## config.mk

```make
export PLATFORM = sky130hd
export DESIGN_NAME = fetch_unit
export DESIGN_NICKNAME = d
export VERILOG_FILES = /design/src/rtl/fetch_unit.sv
export SDC_FILE = /design/constraint.sdc
export NUM_CORES = 1
export LEC_CHECK = 0
export ABC_AREA = 1
export BUFFER_PORTS_ARGS = -buffer_cell sky130_fd_sc_hd__buf_4
export CORE_MARGIN = 2
export CORE_UTILIZATION = 51
export CTS_CLUSTER_DIAMETER = 120
export DETAILED_ROUTE_END_ITERATION = 12
export PLACE_DENSITY = 0.74
export SYNTH_ARGS = -nofsm -noshare
export SYNTH_HDL_FRONTEND = slang
export SYNTH_SLANG_ARGS = --single-unit
```

## constraint.sdc

```tcl
create_clock -name clk -period 1.5 [get_ports clk]
set_input_delay 0.15 -clock clk [delete_from_list [all_inputs] [get_ports clk]]
set_output_delay 0.15 -clock clk [all_outputs]
set_load 0.05 [all_outputs]
```

## src/rtl/fetch_unit.sv

```systemverilog
`default_nettype none
// ============================================================================
//  Module      : fetch_unit
//  Description : Instruction-fetch stage. Holds the PC, issues word-aligned
//                requests to instruction memory (one outstanding at most),
//                buffers responses in a 2-entry FIFO and hands them to decode
//                through a valid/ready handshake. A redirect flushes the
//                FIFO, kills any in-flight response and restarts at a new PC.
//  Revision    : 1.0 - initial release
// ============================================================================
module fetch_unit #(
    parameter logic [31:0] RESET_PC = 32'h0000_0000
) (
    input  logic        clk,
    input  logic        rst_n,
    output logic        imem_req_valid,
    input  logic        imem_req_ready,
    output logic [31:0] imem_addr,
    input  logic        imem_rsp_valid,
    input  logic [31:0] imem_rsp_data,
    input  logic        redirect_valid,
    input  logic [31:0] redirect_pc,
    output logic        if_valid,
    output logic [31:0] if_instruction,
    output logic [31:0] if_pc,
    input  logic        id_ready
);

    typedef enum logic [1:0] {
        S_REQ  = 2'd0,
        S_WAIT = 2'd1,
        S_DROP = 2'd2
    } state_t;

    state_t      r_state;
    state_t      w_state_nxt;
    logic [31:0] r_pc;
    logic [31:0] r_req_pc;
    logic [1:0]  r_count;
    // Entry 0 is always the head; entry 1 is the tail when two are held.
    logic [31:0] r_pc0;
    logic [31:0] r_instr0;
    logic [31:0] r_pc1;
    logic [31:0] r_instr1;

    logic        w_req_fire;
    logic        w_push;
    logic        w_pop;
    logic [31:0] w_redirect_pc;

    // Low address bits are dropped so fetch always stays word aligned.
    assign w_redirect_pc  = redirect_pc & 32'hFFFF_FFFC;

    // Gating with rst_n keeps the request low for the whole reset window.
    assign imem_req_valid = rst_n && (r_state == S_REQ) && (r_count < 2'd2)
                            && !redirect_valid;
    assign w_req_fire     = imem_req_valid && imem_req_ready;
    assign imem_addr      = r_pc;

    assign if_valid       = (r_count != 2'd0);
    assign if_pc          = r_pc0;
    assign if_instruction = r_instr0;
    assign w_pop          = if_valid && id_ready && !redirect_valid;

    // Fetch state register.
    always_ff @(posedge clk or negedge rst_n) begin
        if (!rst_n) begin
            r_state <= S_REQ;
        end else begin
            r_state <= w_state_nxt;
        end
    end

    // Next-state and push decision; a redirect overrides the normal flow.
    always_comb begin
        w_state_nxt = r_state;
        w_push      = 1'b0;
        case (r_state)
            S_REQ: begin
                if (w_req_fire) begin
                    w_state_nxt = S_WAIT;
                end
            end
            S_WAIT: begin
                if (imem_rsp_valid) begin
                    w_push      = 1'b1;
                    w_state_nxt = S_REQ;
                end
            end
            S_DROP: begin
                if (imem_rsp_valid) begin
                    w_state_nxt = S_REQ;
                end
            end
            default: begin
                w_state_nxt = S_REQ;
            end
        endcase
        if (redirect_valid) begin
            w_push = 1'b0;
            case (r_state)
                S_WAIT:  w_state_nxt = imem_rsp_valid ? S_REQ : S_DROP;
                S_DROP:  w_state_nxt = imem_rsp_valid ? S_REQ : S_DROP;
                default: w_state_nxt = S_REQ;
            endcase
        end
    end

    // Program counter and the PC tag of the outstanding request.
    always_ff @(posedge clk or negedge rst_n) begin
        if (!rst_n) begin
            r_pc     <= RESET_PC;
            r_req_pc <= 32'h0;
        end else if (redirect_valid) begin
            r_pc <= w_redirect_pc;
        end else if (w_req_fire) begin
            r_req_pc <= r_pc;
            r_pc     <= r_pc + 32'd4;
        end
    end

    // Two-entry shift FIFO; entries are left untouched when emptied so the
    // head outputs keep showing the last instruction presented.
    always_ff @(posedge clk or negedge rst_n) begin
        if (!rst_n) begin
            r_count  <= 2'd0;
            r_pc0    <= 32'h0;
            r_instr0 <= 32'h0;
            r_pc1    <= 32'h0;
            r_instr1 <= 32'h0;
        end else if (redirect_valid) begin
            r_count <= 2'd0;
        end else begin
            case ({w_push, w_pop})
                2'b10: begin
                    if (r_count == 2'd0) begin
                        r_pc0    <= r_req_pc;
                        r_instr0 <= imem_rsp_data;
                    end else begin
                        r_pc1    <= r_req_pc;
                        r_instr1 <= imem_rsp_data;
                    end
                    r_count <= r_count + 2'd1;
                end
                2'b01: begin
                    if (r_count == 2'd2) begin
                        r_pc0    <= r_pc1;
                        r_instr0 <= r_instr1;
                    end
                    r_count <= r_count - 2'd1;
                end
                2'b11: begin
                    if (r_count == 2'd1) begin
                        r_pc0    <= r_req_pc;
                        r_instr0 <= imem_rsp_data;
                    end else begin
                        r_pc0    <= r_pc1;
                        r_instr0 <= r_instr1;
                        r_pc1    <= r_req_pc;
                        r_instr1 <= imem_rsp_data;
                    end
                end
                default: begin
                    r_count <= r_count;
                end
            endcase
        end
    end

endmodule
`default_nettype wire

```

==> flow_metrics.py, run 1 <==
metrics = {
    "run_status": {
        "status": "finished with violations",
        "violations": "setup timing",
    },
    "timing": {
        "min_period_over_period_pct": 115,
        "setup_viol": 185,
        "period_needed_ns": 1.72,
        "drv_slew": 0,
        "finalWorstSetupSlack_ns": -0.223,
        "final-hold-violation-count": 0,
        "rsz0062_at_grt": "true",
        "fmax_ghz": 0.580,
        "tns_ns": -28.53,
        "fin_skew_ns": 0.0124,
    },
    "setup_path": {
        "required_ns": 1.82,
        "path_cells": "inv_2 > ha_2 > nand2_2 > nor2_4 > nand3_4 > nand2_8 > inv_6 > buf_12 > nand2_1 > nand2_1",
        "crit_type": "flip-flop to flip-flop",
        "slowest_stage": "dfrtp_1",
        "start_kind": "flip-flop",
        "endpoint_kind": "flip-flop",
        "cp_common_cell": "nand2_1",
        "worstPathArrival_ns": 2.04,
        "max_stage_delay_ns": 0.39,
        "critPathMaxFanout": 21,
    },
    "clocking": {
        "clk_latency_ns": 0.43,
        "cts_buffers": 17,
        "clk_pin_slew_ns": 0.07,
        "htreeDepth": 4,
        "clock-sinks": 189,
        "clk_path_buf_depth": 2,
        "cts_tree": "yes",
        "root_buffer": "clkbuf_16",
    },
    "pwr": {
        "peakVddDrop_v": 0.00108,
        "seqPwrFrac_pct": 35.9,
        "powerDensity_nw_per_um2": 1840,
        "p_leak_nw": 6.51,
        "switching_share_pct": 42.7,
        "p_int_mw": 13.6,
        "power_frac_clock_pct": 19.5,
        "pwr-share-comb_pct": 44.6,
        "switchingPower_mw": 10.1,
    },
    "synth": {
        "synthCells": 1224,
        "synth_top_cell_area_share_pct": 49.0,
        "synth.ff_latch_count": 189,
        "yosys.area_share.simple_pct": 28.5,
        "netlist_area_um2": 9650,
        "yosys.area.top_type": "dfrtp_1",
        "muxShareOfSynthArea_pct": 0,
        "synth-seq-area-share_pct": 49.0,
        "synth.area.top_cells": "dfrtp_1 (49%), nand2_1 (17%), o21ai_2 (5.4%)",
        "syn_avg_cell_area_um2": 7.89,
        "synth_compound_area_share_pct": 11.4,
        "synth_top_family_by_area": "simple AND/OR/NAND/NOR gates",
        "synth_xor_area_share_pct": 0.181,
        "synth_fa_ha_area_share_pct": 0.778,
        "ys_warn_count": 0,
        "ys_types": 26,
    },
    "die": {
        "fp.dieArea_um2": 20000,
        "die_y_um": 142,
        "core_area_um2": 18600,
        "die_x_um": 142,
        "start_util_pct": 51.8,
        "io_pins": 168,
        "rows": 50,
    },
    "grt": {
        "met3_usage_pct": 4.08,
        "grt_pass1_vias": 7988,
        "antenna_found_initial": 0,
        "gr-usage-met1_pct": 34.9,
        "overflow": 0,
        "grt_max_degree": 65,
        "grt_pass1_wl_um": 39100,
        "use_met2_pct": 38.6,
        "grt-busiest-layer": "met2",
        "grt_usage_pct": 24.3,
    },
    "routing": {
        "routedWlPerCell_um": 14.5,
        "drc": 0,
        "drt-total-wl_um": 24700,
        "drt_iter0_markers": 560,
        "vias": 8619,
        "first_pass_iters": 5,
        "ant_nets": 0,
        "via_per_inst": 5.05,
    },
    "final_layout": {
        "layout-drive-gt1-share_pct": 28.9,
        "final_common_cell": "nand2_1",
        "final_area_um2": 12800,
        "nNetsFinal": 1536,
        "final_cells": 1706,
        "fillers": 1496,
        "antenna_cells": 0,
        "utilization_pct": 68.9,
        "synthToLayoutAreaGrowth_pct": 33.1,
        "layout_common_cells": "nand2_1 (444), buf_4 (192), dfrtp_1 (174)",
    },
    "placement": {
        "dp_hpwl_um": 15800,
        "placedInstanceArea_um2": 11300,
        "port_buffers": 163,
        "dp.cells": 1610,
        "dpl_worst_slack_ns": -0.214,
        "gp_congestion": 0.940,
    },
    "job": {
        "max_cap_violations": 0,
    },
    "min_path": {
        "hold_path.class": "input pin to flip-flop",
    },
}
==> per-stage QoR <==
stage                     total power [mW]  hold slack [ns]
final                                 23.7           0.0144
after global routing                  25.1           0.0243
after CTS                             23.5          0.00413
after detailed placement              18.5            0.270
after global placement                18.2            0.272
after floorplan                       15.5           -0.146
==> registers in the layout, indices dropped and copies added, names as in the netlist <==
name and flops:
if_instruction 32, if_pc 31, imem_addr 30, r_count 2, r_instr1 32, r_pc1 30
r_req_pc 30, r_state 2
==> critical path, delay by kind of cell (launching register included) <==
kind	cells	cell delay [ns]
adder cells (fa/ha/maj)	1	0.18
buffers and inverters	3	0.28
flip-flops	1	0.39
AND/OR/NAND/NOR	6	0.74
==> synthesized netlist by cell type, drive strengths merged <==
| cell type | number |
|---|---|
| nand2 | 511 |
| dfrtp | 189 |
| o21ai | 169 |
| inv | 134 |
| nor2 | 74 |
| nand3 | 72 |
| buf | 51 |
| clkbuf | 9 |
| ha | 6 |
| o211ai | 4 |
| xor2 | 2 |
| and2 | 1 |
| conb | 1 |
| or2 | 1 |
==> cell families (layout without fill, tap and decap cells) <==
kind of cell	count (synthesis)	after routing
AOI/OAI and AO/OA	173	173
xor gates and xnor gates	2	2
adders and majority gates	6	6
buffers and inverters	194	439
DFF	189	189
other	1	2
and+or+nand+nor	659	661
==> power groups by stage <==
stage | clock [mW] | combinational (mW) | sequential (mW)
finish | 4.62 | 10.6 | 8.50
global route | 4.87 | 11.5 | 8.72
CTS | 4.66 | 10.3 | 8.48
detailed placement | 0 | 9.98 | 8.55
global placement | 0 | 9.77 | 8.46
floorplan | 0 | 4.32 | 11.2
==> path summary, 6_finish.rpt <==
| kind | start | to | slack [ns] | cells past startpoint |
|---|---|---|---|---|
| worst max-delay path | r_state[1] | if_instruction[18] | -0.22 | 10 |
| worst min-delay path | redirect_pc[18] | imem_addr[18] | 0.01 | 5 |
| worst max register to register | r_state[1] | if_instruction[18] | -0.22 | 10 |
| worst min register to register | if_pc[18] | if_pc[18] | 0.48 | 2 |
| max in group asynchronous | rst_n | imem_addr[7] | 0.19 | 4 |
| min in group asynchronous | rst_n | r_count[0] | 0.44 | 3 |
==> what timing repair did <==
| action | 4_1_cts | 5_1_grt |
|---|---|---|
| pin swaps | 5 | 7 |
| hold buffers | 46 | 0 |
| setup buffers | 4 | 4 |
| endpoints found under the hold margin | 76 | 0 |
| cloned | 3 | 8 |
| setup endpoints to repair | 186 | 191 |
| gates resized for setup | 25 | 17 |
==> cell type report <==
cell class                 count  area, um2  area share [%]
clock inverter                 9        138            1.07
sequential                   189       4750            37.0
multi-input combinational    844       4120            32.1
tap                          234        293            2.28
inverter                     134        515            4.01
timing repair buffer         274       2580            20.1
clock buffer                  22        454            3.54
==> metal layers <==
metal	routed length, um	up-vias
met3	1350	23
met5	0	-
li1	-	4257
met2	11700	295
met4	295	0
met1	11400	4044
No activity file was read; power rests on OpenSTA's default activity.
==> run 2: changes to the inputs <==
Settings changed: CORE_UTILIZATION 51 to 40, PLACE_DENSITY 0.74 to 0.6, RECOVER_POWER set to 50.
==> run 2 against run 1 <==
Effect of this change:
- the flow still finishes with violations (setup timing)
- final area up 10%
- critical path depth did not move
- sequential share of layout area fell by 3.4 points
- final cell count up 6.6%
- fmax down 1.8%
- sequential cell count is the same
- die area is 27% higher
- non-clock buffer count rose by 27
- count of clock-buffer cells in the layout is 1 lower
- clock power increased by 6.9%
- via count grew 1.2%
- hold slack improved by 0.0039 ns
- critical path type unchanged
- largest cell class is now multi-input combinational cells
- largest power group unchanged
==> flow_metrics.py, run 2 (synthesis results as in run 1) <==
metrics = {
    "run_status": {
        "status": "finished with violations",
        "violations": "setup timing",
    },
    "timing": {
        "finalWorstSetupSlack_ns": -0.255,
        "final-hold-violation-count": 0,
        "worstMarginPinSlew_ns": 0.766,
        "drv_slew": 0,
        "setup_viol": 189,
        "rsz0062_at_grt": "true",
        "tns_ns": -31.76,
        "period_needed_ns": 1.76,
        "fin_skew_ns": 0.0135,
        "fmax_ghz": 0.570,
        "maxSlewHeadroom_pct": 49.0,
        "min_period_over_period_pct": 117,
    },
    "final_layout": {
        "synthToLayoutAreaGrowth_pct": 46.7,
        "antenna_cells": 0,
        "multiInputGateArea_um2": 4810,
        "fillers": 2080,
        "nNetsFinal": 1563,
        "layout-drive-gt1-share_pct": 40.5,
        "layout_common_cells": "nand2_1 (372), dfrtp_1 (174), buf_4 (132)",
        "final_common_cell": "nand2_1",
        "seq_area_um2": 4750,
    },
    "routing": {
        "vias": 8724,
        "routedWlPerCell_um": 15.7,
        "drt_iter0_markers": 565,
        "ant_nets": 0,
        "first_pass_iters": 5,
        "drc": 0,
        "via_per_inst": 4.80,
        "drt-total-wl_um": 28500,
    },
    "die": {
        "start_util_pct": 40.9,
        "fp.dieArea_um2": 25400,
        "rows": 56,
        "core_area_um2": 23600,
        "die_x_um": 159,
        "io_pins": 168,
        "die_y_um": 159,
    },
    "setup_path": {
        "regToRegSetupSlack_ns": -0.26,
        "reg2reg_depth": 10,
        "worstPathArrival_ns": 2.10,
        "crit_type": "flip-flop to flip-flop",
        "start_kind": "flip-flop",
        "critPathMaxFanout": 7,
        "r2r_start": "r_state[1]",
        "reg2reg_to": "r_pc1[20]",
        "startpoint": "r_state[1]",
        "endpoint_kind": "flip-flop",
        "required_ns": 1.84,
    },
    "pwr": {
        "power_frac_clock_pct": 19.5,
        "p_leak_nw": 7.01,
        "powerDensity_nw_per_um2": 1790,
        "switching_share_pct": 43.3,
        "p_int_mw": 14.4,
        "peakVddDrop_v": 0.000886,
        "switchingPower_mw": 11.0,
        "pwr-share-comb_pct": 46.4,
        "seqPwrFrac_pct": 34.1,
    },
    "placement": {
        "dpl_worst_slack_ns": -0.230,
        "port_buffers": 163,
        "dp_hpwl_um": 16000,
        "gp_congestion": 0.915,
    },
    "clocking": {
        "cts_tree": "yes",
        "clock-sinks": 189,
        "clk_pin_slew_ns": 0.07,
        "htreeDepth": 4,
        "cts_buffers": 17,
        "clk_path_buf_depth": 2,
        "clk_latency_ns": 0.42,
        "root_buffer": "clkbuf_16",
    },
    "grt": {
        "grt_pass1_vias": 8052,
        "overflow": 0,
        "grt_max_degree": 137,
        "grt_usage_pct": 20.5,
        "grt_pass1_wl_um": 42000,
        "antenna_found_initial": 0,
    },
    "min_path": {
        "hold_path.class": "input pin to flip-flop",
        "min_path_cells": 5,
        "min_to": "imem_addr[20]",
        "min-delay-start": "redirect_pc[20]",
    },
    "job": {
        "max_cap_violations": 0,
    },
}
-- run 2: critical path, cell delays in order, from the launching register on --
cell and delay (ns):
dfrtp_1 0.40, inv_2 0.11, ha_4 0.16, nand2_4 0.05, nor2_4 0.17, nand3_4 0.14
buf_12 0.17, nand2_4 0.15, buf_4 0.21, nand2_2 0.06, o21ai_2 0.05
-- run 2: final cells by class --
class	count	share of cell area [%]
multi-input combinational	844	33.9
sequential	189	33.5
timing repair buffer	301	21.3
inverter	134	3.86
clock buffer	21	3.32
tap	319	2.82
clock inverter	11	1.25
-- run 2: power groups by stage --
stage / clock network (mW) / logic, mW / registers [mW]
floorplan: 0 / 4.32 / 11.2
global placement: 0 / 9.83 / 8.52
detailed placement: 0 / 10.0 / 8.53
CTS: 5.07 / 10.9 / 8.45
global route: 5.28 / 12.7 / 8.90
finish: 4.94 / 11.8 / 8.66
-- run 2: repair_timing --
item                       in CTS  in global routing
gates cloned                    8                 23
pin swaps                       6                 63
gates resized for setup        40                231
buffers inserted               12                  8
setup endpoints to repair     184                189
hold endpoints to repair      231                  0
hold buffers                   43                  0
-- run 2: layer usage --
layer	wire length [um]	up-vias	share of wire, %	global-route usage, %
li1	-	4339	-	-
met1	13300	4129	47	29.9
met2	13700	238	48	32.3
met3	1260	18	4.4	3.39
met4	270	0	0.95	4.34
met5	0	-	0	0
-- run 2: per-stage QoR --
step	cells	cell area (um2)	hold slack [ns]	util, %	total power, mW
2_1_floorplan	1225	9720	-0.146	-	15.5
3_3_place_gp	1696	11500	0.361	48.5	18.4
3_5_place_dp	1696	11500	0.362	48.5	18.5
4_1_cts	1791	13000	0.000308	55.0	24.4
5_1_grt	1819	14200	0.0205	60.0	26.9
6_report	1819	14200	0.0183	60.0	25.4
-- run 2: worst max-delay path by stage --
| stage | to | slack (ns) | cells after the start |
|---|---|---|---|
| 6_report | r_pc1[20] | -0.26 | 10 |
| 4_1_cts | imem_req_valid | -0.23 | 8 |
| 3_3_place_gp | if_pc[6] | -0.15 | 9 |
| 3_5_place_dp | if_instruction[27] | -0.23 | 9 |
| 5_1_grt | r_instr1[21] | -0.32 | 10 |
| 2_1_floorplan | imem_addr[18] | -0.02 | 8 |
==> run 3: changes to the inputs <==
Settings changed: PLACE_DENSITY 0.6 to 0.57.
Clock period 1.5 ns to 1.8 ns, I/O delays scaled along.
==> run 3 against run 2 <==
Effect of this change:
- the run now ends clean
- register-to-register slack improved by 0.33 ns
- final cell count fell by 1.6%
- combinational power fell by 30%
- sequential cell count did not move
- sequential share of layout area rose by 3.9 points
==> flow_metrics.py, run 3 (synthesis results as in run 1) <==
metrics = {
    "clocking": {
        "clk_path_buf_depth": 2,
        "root_buffer": "clkbuf_16",
        "clk_pin_slew_ns": 0.07,
        "clk_latency_ns": 0.43,
        "clock-sinks": 189,
        "cts_tree": "yes",
        "htreeDepth": 4,
        "cts_buffers": 17,
    },
    "placement": {
        "dp_hpwl_um": 16000,
        "dp.cells": 1687,
        "placedInstanceArea_um2": 11300,
        "gp_congestion": 0.896,
        "dpl_worst_slack_ns": 0.00680,
        "port_buffers": 163,
    },
    "min_path": {
        "hold_path.class": "input pin to flip-flop",
        "min_path_cells": 4,
    },
    "grt": {
        "grt_max_degree": 80,
        "grt_pass1_wl_um": 38900,
        "grt_pass1_vias": 7577,
        "antenna_found_initial": 0,
        "grt_usage_pct": 18.7,
        "overflow": 0,
    },
    "die": {
        "die_y_um": 159,
        "start_util_pct": 40.9,
        "io_pins": 168,
        "die_x_um": 159,
        "core_area_um2": 23600,
        "fp.dieArea_um2": 25400,
        "rows": 56,
    },
    "final_layout": {
        "synthToLayoutAreaGrowth_pct": 30.9,
        "final_area_um2": 12600,
        "antenna_cells": 0,
        "multiInputGateArea_um2": 4090,
        "fillers": 2356,
        "final_common_cell": "nand2_1",
        "final_cells": 1789,
        "utilization_pct": 53.5,
        "seq_area_um2": 4730,
        "layout-drive-gt1-share_pct": 23.8,
        "layout_common_cells": "nand2_1 (447), dfrtp_1 (187), buf_4 (130)",
        "nNetsFinal": 1533,
    },
    "routing": {
        "routedWlPerCell_um": 14.4,
        "via_per_inst": 4.63,
        "wl_met3_um": 783,
        "drt_iter0_markers": 436,
        "wl_met2_um": 11600,
        "drt-total-wl_um": 25700,
        "vias": 8281,
        "first_pass_iters": 5,
        "routed.top_layer": "met4",
        "drc": 0,
        "wl_met1_um": 13000,
        "ant_nets": 0,
    },
    "setup_path": {
        "crit_type": "flip-flop to primary output",
        "required_ns": 1.62,
        "critPathMaxFanout": 3,
        "worstPathArrival_ns": 1.59,
        "start_kind": "flip-flop",
        "reg2reg_depth": 10,
        "endpoint_kind": "primary output",
    },
    "run_status": {
        "status": "finished, final reports clean",
    },
    "timing": {
        "worstMarginPinSlew_ns": 1.13,
        "rsz0062_at_grt": "true",
        "fin_skew_ns": 0.0102,
        "worst_hold_slack_ns": 0.0348,
        "period_needed_ns": 1.77,
        "fmax_ghz": 0.565,
        "finalWorstSetupSlack_ns": 0.0302,
        "tns_ns": 0,
        "maxSlewHeadroom_pct": 24.5,
        "min_period_over_period_pct": 98.3,
        "setup_viol": 0,
        "drv_slew": 0,
        "final-hold-violation-count": 0,
    },
    "pwr": {
        "p_leak_nw": 6.30,
        "powerDensity_nw_per_um2": 1510,
        "fin_total_pwr_mw": 19.1,
        "peakVddDrop_v": 0.000551,
    },
    "job": {
        "max_cap_violations": 0,
    },
}
## run 3: changes by cell type in the layout (fill, tap and decap cells not counted), sizes merged
cell,before,now
buf,182,158
nand2,513,514
clkbuf,97,89
clkinvlp,3,0
dlygate4sd3,43,41
bufinv,4,1
clkinv,2,6
inv,136,141
## run 3: layer usage
layer | GRT usage [%] | up-vias
met5 | 0 | -
met4 | 4.79 | 0
met3 | 3.07 | 21
met2 | 27.7 | 169
met1 | 28.3 | 3831
li1 | - | 4260
## run 3: where the power goes
part	internal, mW	switching [mW]
registers	5.96	1.03
clock network	2.01	1.79
logic	2.62	5.65
## run 3: worst paths after layout
| path | startpoint | endpoint | slack (ns) |
|---|---|---|---|
| max in group asynchronous | rst_n | imem_addr[2] | 0.27 |
| setup reg to reg | r_state[1] | r_pc1[17] | 0.07 |
| setup / recovery | r_state[0] | imem_req_valid | 0.03 |
| hold reg to reg | if_instruction[9] | if_instruction[9] | 0.48 |
| min in group asynchronous | rst_n | if_instruction[9] | 0.13 |
| hold / removal | imem_rsp_valid | r_state[1] | 0.03 |
## run 3: worst max-delay path: stages (launching register included)
cell	delay, ns
dfrtp_1	0.40
inv_1	0.07
ha_2	0.18
inv_2	0.05
nor2_4	0.12
buf_6	0.10
nand2_1	0.05
inv_2	0.06
buf_8	0.13
## run 3: cell type report
cell class | instances | share of cell area [%]
well taps | 319 | 3.16
flip-flops and latches | 189 | 37.5
multi-input cells | 845 | 32.3
clock buffers | 18 | 3.48
inverters | 134 | 4.06
clock inverters | 14 | 1.21
repair buffers | 270 | 18.3
## run 3: repair_timing
action / CTS / global route
gates resized for setup: 2 / 33
cloned: 0 / 15
setup buffers: 0 / 14
pin swaps: 0 / 8
hold endpoints to repair: 165 / 0
hold buffers: 41 / 0
endpoints found under the setup margin: 8 / 132
